### config.mk
export PLATFORM = sky130hd
export DESIGN_NAME = wb_copy_master
export DESIGN_NICKNAME = d
export VERILOG_FILES = /design/src/rtl/wb_copy_master.sv
export SDC_FILE = /design/constraint.sdc
export NUM_CORES = 1
export LEC_CHECK = 0
export CAP_MARGIN = 10
export CORE_MARGIN = 1.5
export CORE_UTILIZATION = 30
export DETAILED_ROUTE_END_ITERATION = 7
export SLEW_MARGIN = 40
export SYNTH_ARGS = -nofsm -noshare
export SYNTH_HDL_FRONTEND = slang
export SYNTH_SLANG_ARGS = --single-unit
### constraint.sdc
create_clock -name clk -period 1.9 [get_ports clk]
set_clock_uncertainty 0.05 [all_clocks]
set_input_delay 0.38 -clock clk [delete_from_list [all_inputs] [get_ports clk]]
set_output_delay 0.38 -clock clk [all_outputs]
set_load 0.1 [all_outputs]
### src/rtl/wb_copy_master.sv
// Wishbone classic initiator that copies a block of words from one address
// range to another. Each word is read, then written. A one-cycle idle gap
// follows every strobe. Every strobe is guarded by an ack timeout.
module wb_copy_master #(
  parameter int ADDR_W  = 24,
  parameter int DATA_W  = 16,
  parameter int LEN_W   = 16,
  parameter int TIMEOUT = 255
) (
  input  logic              clk,
  input  logic              rst,
  input  logic              start,
  input  logic [ADDR_W-1:0] srcAdr,
  input  logic [ADDR_W-1:0] dstAdr,
  input  logic [LEN_W-1:0]  len,
  output logic              busy,
  output logic              done,
  output logic              error,
  output logic [LEN_W-1:0]  wordsDone,
  output logic [ADDR_W-1:0] wbAdrO,
  output logic [DATA_W-1:0] wbDatO,
  input  logic [DATA_W-1:0] wbDatI,
  output logic              wbCycO,
  output logic              wbStbO,
  output logic              wbWeO,
  input  logic              wbAckI
);

  // The strobe counter only has to reach TIMEOUT-1. The abort fires on the
  // last un-acked cycle.
  localparam int               TMO_W    = (TIMEOUT < 2) ? 1 : $clog2(TIMEOUT);
  localparam logic [TMO_W-1:0] TMO_LAST = TMO_W'(TIMEOUT - 1);

  typedef enum logic [2:0] {
    IDLE,
    RD,
    RGAP,
    WR,
    WGAP,
    FIN
  } state_t;

  state_t              state_q, state_d;
  logic [ADDR_W-1:0]   src_q, src_d;
  logic [ADDR_W-1:0]   dst_q, dst_d;
  logic [LEN_W-1:0]    len_q, len_d;
  logic [LEN_W-1:0]    cnt_q, cnt_d;
  logic [DATA_W-1:0]   data_q, data_d;
  logic [DATA_W-1:0]   dato_q, dato_d;
  logic [TMO_W-1:0]    tmo_q, tmo_d;
  logic                busy_q, busy_d;
  logic                done_q, done_d;
  logic                error_q, error_d;

  // Next-state, datapath updates and bus outputs, decoded from the current state
  always_comb begin
    state_d = state_q;
    src_d   = src_q;
    dst_d   = dst_q;
    len_d   = len_q;
    cnt_d   = cnt_q;
    data_d  = data_q;
    dato_d  = dato_q;
    tmo_d   = tmo_q;
    busy_d  = busy_q;
    done_d  = 1'b0;
    error_d = error_q;
    wbCycO  = 1'b0;
    wbStbO  = 1'b0;
    wbWeO   = 1'b0;
    wbAdrO  = '0;

    case (state_q)
      IDLE: begin
        // During the done-pulse cycle the FSM is already back in IDLE.
        // Masking start with done_q keeps a request in that cycle from
        // being taken.
        if (start && !done_q) begin
          src_d   = srcAdr;
          dst_d   = dstAdr;
          len_d   = len;
          cnt_d   = '0;
          error_d = 1'b0;
          busy_d  = 1'b1;
          tmo_d   = '0;
          state_d = (len == '0) ? FIN : RD;
        end
      end

      RD: begin
        wbCycO = 1'b1;
        wbStbO = 1'b1;
        wbAdrO = src_q;
        if (wbAckI) begin
          data_d  = wbDatI;
          state_d = RGAP;
        end else if (tmo_q == TMO_LAST) begin
          error_d = 1'b1;
          state_d = FIN;
        end else begin
          tmo_d = tmo_q + TMO_W'(1);
        end
      end

      RGAP: begin
        wbCycO  = 1'b1;
        dato_d  = data_q;
        tmo_d   = '0;
        state_d = WR;
      end

      WR: begin
        wbCycO = 1'b1;
        wbStbO = 1'b1;
        wbWeO  = 1'b1;
        wbAdrO = dst_q;
        if (wbAckI) begin
          cnt_d   = cnt_q + LEN_W'(1);
          src_d   = src_q + ADDR_W'(1);
          dst_d   = dst_q + ADDR_W'(1);
          state_d = WGAP;
        end else if (tmo_q == TMO_LAST) begin
          error_d = 1'b1;
          state_d = FIN;
        end else begin
          tmo_d = tmo_q + TMO_W'(1);
        end
      end

      WGAP: begin
        wbCycO  = 1'b1;
        tmo_d   = '0;
        state_d = (cnt_q == len_q) ? FIN : RD;
      end

      FIN: begin
        busy_d  = 1'b0;
        done_d  = 1'b1;
        state_d = IDLE;
      end

      default: state_d = IDLE;
    endcase
  end

  // State and datapath registers with synchronous reset
  always_ff @(posedge clk) begin
    if (rst) begin
      state_q <= IDLE;
      src_q   <= '0;
      dst_q   <= '0;
      len_q   <= '0;
      cnt_q   <= '0;
      data_q  <= '0;
      dato_q  <= '0;
      tmo_q   <= '0;
      busy_q  <= 1'b0;
      done_q  <= 1'b0;
      error_q <= 1'b0;
    end else begin
      state_q <= state_d;
      src_q   <= src_d;
      dst_q   <= dst_d;
      len_q   <= len_d;
      cnt_q   <= cnt_d;
      data_q  <= data_d;
      dato_q  <= dato_d;
      tmo_q   <= tmo_d;
      busy_q  <= busy_d;
      done_q  <= done_d;
      error_q <= error_d;
    end
  end

  assign busy      = busy_q;
  assign done      = done_q;
  assign error     = error_q;
  assign wordsDone = cnt_q;
  assign wbDatO    = dato_q;

endmodule
==> results of run 1 <==
[cells in the mapped netlist (all sizes together) (7+ instances only)]
library cell	count
clkbuf	36
xor2	15
o31ai	10
o21ai	33
or3	8
nor4	18
nand3	29
nand4	27
nand2	154
o22ai	7
nor3	22
dfxtp	126
xnor2	23
a21oi	85
and3	17
a32o	9
inv	7
nor2	98
a31oi	9
mux2i	28
a22oi	7
buf	22
[worst max-delay path, stage by stage (launching register included)]
cell	delay, ns
dfxtp_4	0.36
buf_6	0.11
nand2b_4	0.24
buf_6	0.18
buf_12	0.11
clkinvlp_4	0.08
buf_12	0.17
[layer usage]
metal | GRT usage, % | up-vias
li1 | - | 3638
met3 | 5.96 | 41
met1 | 26.4 | 3533
met5 | 0 | -
met4 | 6.12 | 0
met2 | 33.4 | 281
[state kept, by name, indices dropped and copies added (netlist names)]
register / cells
dst_q: 24
wbDatO: 16
tmo_q: 8
state_q: 3
error: 1
busy: 1
wordsDone: 16
len_q: 16
data_q: 16
src_q: 24
done: 1
[cells by family after synthesis]
logic type	synth area share, %
and+or+nand+nor	27.8
AOI/OAI and AO/OA	19.3
DFF	38.3
buffers and inverters	4.18
xor gates and xnor gates	5.05
muxes	4.42
adders and majority gates	0.949
[path summary, 6_finish.rpt]
kind                    from   endpoint  slack (ns)  cells after the start
setup / recovery  state_q[2]     wbStbO       -0.21                      6
hold / removal     data_q[3]  wbDatO[3]        0.40                      2
setup reg to reg  state_q[1]  dst_q[23]       -0.10                      9
hold reg to reg    data_q[3]  wbDatO[3]        0.40                      2
[cell type report]
class,count,area [um2],area share [%]
clock buffers,18,439,3.78
clock inverters,14,156,1.35
inverters,9,37.5,0.323
multi-input cells,670,4470,38.5
flip-flops and latches,126,2570,22.2
well taps,280,350,3.02
repair buffers,296,3580,30.9
[metrics by stage]
stage	instance area (um2)	TNS, ns	hold WS (ns)	power (mW)	util [%]
finish	11600	-5.61	0.400	8.10	53.6
global route	11600	-9.53	0.414	8.38	53.6
CTS	10900	-5.02	0.403	7.92	50.5
detailed placement	9940	-11.60	0.393	4.45	45.9
global placement	9940	-11.08	0.387	4.44	45.9
floorplan	6880	-0.0281	0.382	3.75	-
[timing repair]
| action | CTS | global route |
|---|---|---|
| pin swaps | 32 | 66 |
| gates resized for setup | 45 | 121 |
| buffers inserted | 14 | 24 |
| setup endpoints to repair | 39 | 85 |
| gates cloned | 5 | 4 |
[where the power goes]
group / total, mW / internal (mW) / switching, mW
clock: 3.32 / 1.99 / 1.33
sequential: 2.89 / 2.77 / 0.126
combinational: 1.89 / 0.910 / 0.978
==> reports/results.tsv, run 1 <==
stage	metric	value	unit
status	status	finished, violations left	
status	violated checks	negative setup slack	
power_and_ir_drop	Leak	4.23	nW
sta	fmax	474	MHz
floorplan	Cell Rows	54	
logic_synthesis	Synth top area share	38.3	%
worst_setup_path	critical path class	reg -> out	
logic_synthesis	Synth area leader	dfxtp_1	
logic_synthesis	post-synthesis register bit count	126	
logic_synthesis	Mapped Avg Cell Area	7.65	um2
drt	vias per inst	5.30	
logic_synthesis	Mapped Nets	951	
sta	relative slew slack	66.6	%
final_layout	Final nets	1209	
clocking	H-tree depth	4	
drt	routed via count	7493	
global_routing	antenna violations before repair	0	
drt	M1 WL	10300	um
worst_setup_path	Worst EP arrival	1.68	ns
clocking	# hold bufs at CTS	0	
drt	wire per inst	17.4	um
place	Final HPWL DP	16400	um
floorplan	core area	0.0217	mm2
worst_setup_path	Worst EP required	1.47	ns
worst_setup_path	crit end category	output port	
worst_setup_path	startpoint types	flop	
final_layout	Filler cells	1923	
place	worst slack, placed	-0.356	ns
clocking	worst skew pair latency	0.42	ns
drt	DRT iter0 DRCs	501	
global_routing	global-route wire length before repair	36300	um
place	final RePlAce weighted congestion	0.868	
sta	final hold vios	0	
sta	Final period util	111	%
floorplan	I/O Pins	146	
clocking	Clock Tree Buf Depth	2	
logic_synthesis	register area share after synthesis	38.3	%
final_layout	Area Growth Syn to Fin	76.2	%
power_and_ir_drop	P per Cell Area	697	mW/mm2
floorplan	die width	151	um
logic_synthesis	Cell variety after synth	61	
logic_synthesis	Post-Syn Area	0.00659	mm2
final_layout	layout cell share with drive strength beyond 1	34.4	%
sta	Pins Over Slew Limit	0	
clocking	CTS sink cnt	126	
floorplan	die area	0.0229	mm2
job	Max-Cap Viols	0	
logic_synthesis	Async SR Flop Fraction	0	%
drt	Antenna Violating Nets Remaining	0	
drt	DRT Wirelength	24600	um
sta	RSZ-0062 raised after global routing	true	
drt	DR DRC count	0	
floorplan	Die Y-Extent	151	um
global_routing	Overflow after GRT	0	
power_and_ir_drop	Max IR drop VDD	0.649	mV
logic_synthesis	number of synthesized flops with an enable pin	0	
sta	Worst Tran Pin Value	0.501	ns
final_layout	most common cell after layout, fill and taps aside	nand2_1	
logic_synthesis	Post-synth top flop	dfxtp_1	
final_layout	most frequent cells in the layout	nand2_1, buf_4, dfxtp_1	
floorplan	Starting Density	30.4	%
place	dpl cells	1338	
logic_synthesis	Synth area leaders	dfxtp_1, nand2_1, a21oi_1	
clocking	TritonCTS buffer count	17	
drt	top layer reached by signal wires	met4	
drt	drt first pass iters	5	
sta	Final Worst Setup Slack	-0.209	ns
drt	routed length on met2	11600	um
worst_setup_path	crit-path max FO	6	
place	port bufs	145	
global_routing	largest net degree at the start of global routing	92	
drt	routed wl met3	2090	um
logic_synthesis	yosys warns	0	
sta	Tmin final	2.11	ns
sta	final setup fails	56	
global_routing	vias in the first global route	6732	
final_layout	Antenna Cells	0	
final_layout	final std cells w/o fill	1413	
clocking	CTS tree	built	
global_routing	Tot GR Track Use	20.6	%
clocking	Root Driver	clkbuf_16	
logic_synthesis	Syn Inst Count	862	
clocking	Clock transition at path regs	0.06	ns
min_path	Hold Crit Class	reg -> reg	
No activity file was read; power rests on OpenSTA's default activity.
==> run 2: changes to the inputs <==
--- a/config.mk
+++ b/config.mk
@@ -9,6 +9,7 @@
 export CORE_MARGIN = 1.5
 export CORE_UTILIZATION = 30
 export DETAILED_ROUTE_END_ITERATION = 7
+export GPL_TIMING_DRIVEN = 0
 export SLEW_MARGIN = 40
 export SYNTH_ARGS = -nofsm -noshare
 export SYNTH_HDL_FRONTEND = slang
==> constraint.sdc (replaced) <==
create_clock -name clk -period 2.16 [get_ports clk]
set_clock_uncertainty 0.05 [all_clocks]
set_input_delay 0.432 -clock clk [delete_from_list [all_inputs] [get_ports clk]]
set_output_delay 0.432 -clock clk [all_outputs]
set_load 0.1 [all_outputs]
==> run 2 against run 1 <==
  * The run still ends with negative setup slack left
  * Largest power group unchanged
  * Global-route usage rose by 1.4 points
  * Worst hold slack improved by 0.0028 ns
  * Register-to-register slack improved by 0.13 ns
  * Clock power down 9.3%
  * Cell area down 14%
  * Cell count decreased by 4.9%
  * Via count shrank 3.4%
  * Total power fell by 15%
  * Count of clock-buffer cells in the layout is 7 higher
==> reports/results.tsv, run 2 (same netlist as run 1, synthesis figures left out) <==
stage	metric	value	unit	change
floorplan	core area	0.0217	mm2	unchanged
sta	relative slew slack	41.9	%	-25 points
floorplan	die width	151	um	unchanged
clocking	Clock Tree Buf Depth	2		unchanged
clocking	Root Driver	clkbuf_16		
worst_setup_path	Worst EP arrival	1.79	ns	+0.11 ns
drt	Antenna Violating Nets Remaining	0		unchanged
final_layout	Final nets	1141		-5.6%
floorplan	Starting Density	30.4	%	unchanged
final_layout	Top Registers	dst_q x24, src_q x24		
worst_setup_path	CP max-delay cell	dfxtp_2		
final_layout	Filler cells	2094		+8.9%
sta	Setup TNS Final	-0.598	ns	+5.02 ns
final_layout	most common cell after layout, fill and taps aside	nand2_1		
place	dpl cells	1287		-3.8%
worst_setup_path	crit end category	output port		
drt	DR DRC count	0		unchanged
sta	Tmin final	2.27	ns	
clocking	worst skew pair latency	0.42	ns	about the same
final_layout	Antenna Cells	0		unchanged
clocking	CTS tree	built		
power_and_ir_drop	combinational power share	18.6	%	-4.7 points
power_and_ir_drop	Max IR drop VDD	0.550	mV	-15%
final_layout	Area Growth Syn to Fin	50.9	%	
clocking	H-tree depth	4		unchanged
final_layout	Core Util, Final	45.9	%	-7.7 points
status	status	finished, violations left		
worst_setup_path	startpoint types	flop		
global_routing	antenna violations before repair	0		unchanged
worst_setup_path	Worst path max stage delay	0.33	ns	-0.03 ns
sta	Final Worst Setup Slack	-0.111	ns	+0.0983 ns
worst_setup_path	crit-path max FO	7		+1
sta	RSZ-0062 raised after global routing	true		
job	Max-Cap Viols	0		unchanged
clocking	TritonCTS buffer count	17		unchanged
sta	Final period util	105	%	
sta	worst hold slack	0.403	ns	+0.00276 ns
sta	Pins Over Slew Limit	0		unchanged
place	port bufs	145		unchanged
place	Final HPWL DP	17800	um	+8.5%
power_and_ir_drop	switching pwr	1.95	mW	-20%
drt	DRT Wirelength	25100	um	+2.0%
power_and_ir_drop	total chip power	6.89	mW	-15%
final_layout	final instance area	0.00995	mm2	-14%
sta	Worst Tran Pin Value	0.872	ns	+0.371 ns
worst_setup_path	critical path class	reg -> out		
floorplan	I/O Pins	146		unchanged
place	worst slack, placed	-0.742	ns	-0.386 ns
power_and_ir_drop	clock share of power	43.7	%	+2.7 points
sta	final hold vios	0		unchanged
power_and_ir_drop	Leak	3.61	nW	-15%
power_and_ir_drop	Seq pwr share	37.7	%	+2.0 points
worst_setup_path	CP cell instances	buf_6, buf_4, nand3b_1, clkinv_4, clkbuf_16, buf_16		
final_layout	Reg area	0.00254	mm2	-1.2%
clocking	Clock transition at path regs	0.06	ns	about the same
global_routing	global-route wire length before repair	37800	um	+4.2%
global_routing	vias in the first global route	6757		+0.37%
floorplan	die area	0.0229	mm2	unchanged
drt	routed via count	7235		-3.4%
worst_setup_path	Worst EP required	1.68	ns	+0.21 ns
floorplan	Cell Rows	54		unchanged
drt	drt first pass iters	5		unchanged
drt	wire per inst	18.7	um	+7.2%
place	placed cell area	0.00825	mm2	-17%
global_routing	Overflow after GRT	0		unchanged
drt	vias per inst	5.38		+1.5%
drt	DRT iter0 DRCs	584		+17%
sta	final setup fails	11		-80%
global_routing	Tot GR Track Use	22.0	%	+1.4 points
clocking	CTS sink cnt	126		unchanged
min_path	Hold Crit Class	reg -> reg		
sta	fmax	440	MHz	
final_layout	footprint of the multi-input gates	0.00423	mm2	-5.4%
final_layout	most frequent cells in the layout	nand2_1, dfxtp_1, a21oi_1		
final_layout	layout cell share with drive strength beyond 1	21.9	%	-13 points
global_routing	largest net degree at the start of global routing	17		-82%
final_layout	final std cells w/o fill	1344		-4.9%
power_and_ir_drop	Internal	4.94	mW	-13%
status	violated checks	negative setup slack		
power_and_ir_drop	P per Cell Area	692	mW/mm2	-0.72%
power_and_ir_drop	Sw Ratio	28.4	%	-1.7 points
floorplan	Die Y-Extent	151	um	unchanged
place	final RePlAce weighted congestion	0.971		+12%
run 2: cell count changes in the layout (fill, tap and decap cells not counted), moves of 11 or more:
cell / change
buf_12: -46
buf_2: +41
buf_4: -80
buf_6: -14
clkbuf_1: +26
mux2i_2: -11
mux2i_4: +15
nor2_4: -11
run 2: layout make-up:
cell class	instances	area share [%]
Multi-Input combinational cell	669	42.5
Sequential cell	126	25.6
Tap cell	280	3.52
Clock buffer	25	5.08
Clock inverter	6	1.06
Buffer	57	3.99
Timing Repair Buffer	172	17.9
Inverter	9	0.390
run 2: path summary, 6_finish.rpt:
path | slack [ns] | depth (start not counted) | to | start
worst max-delay path | -0.11 | 6 | wbWeO | state_q[1]
worst min-delay path | 0.40 | 2 | wbDatO[4] | data_q[4]
worst max register to register | 0.03 | 5 | src_q[21] | src_q[7]
worst min register to register | 0.40 | 2 | wbDatO[4] | data_q[4]
run 2: power groups by stage:
stage | registers, mW | logic [mW] | clock network (mW)
after detailed placement | 2.61 | 1.08 | 0
after global placement | 2.61 | 1.10 | 0
final | 2.60 | 1.28 | 3.01
after global routing | 2.61 | 1.36 | 3.12
after CTS | 2.58 | 1.22 | 3.03
after floorplan | 2.60 | 0.678 | 0
run 2: layer usage:
layer	GRT usage, %	part of all wire (%)	vias to the layer above	routed length (um)
li1	-	-	3484	-
met1	28.8	43	3351	10700
met2	34.6	45	345	11400
met3	5.03	8.9	55	2230
met4	9.61	3.0	0	756
met5	0	0	-	0
run 2: worst max-delay path, delay by kind of cell (launching register included):
kind / cells / cell delay, ns
buffers and inverters: 5 / 0.78
flip-flops: 1 / 0.33
AND/OR/NAND/NOR: 1 / 0.24
run 2: timing repair:
action                     in CTS  in global routing
hold buffers                    0                  0
gates cloned                    3                  0
setup endpoints to repair     119                 76
resized for setup             147                 73
pin swaps                       4                  9
buffers inserted               15                 10
==> run 3: changes to the inputs <==
--- a/config.mk
+++ b/config.mk
@@ -8,6 +8,7 @@
 export CAP_MARGIN = 10
 export CORE_MARGIN = 1.5
 export CORE_UTILIZATION = 30
+export CTS_CLUSTER_SIZE = 10
 export DETAILED_ROUTE_END_ITERATION = 7
 export GPL_TIMING_DRIVEN = 0
 export SLEW_MARGIN = 40
==> results of run 3 <==
No change in the layout: final DEF, timing and power equal those of run 2.
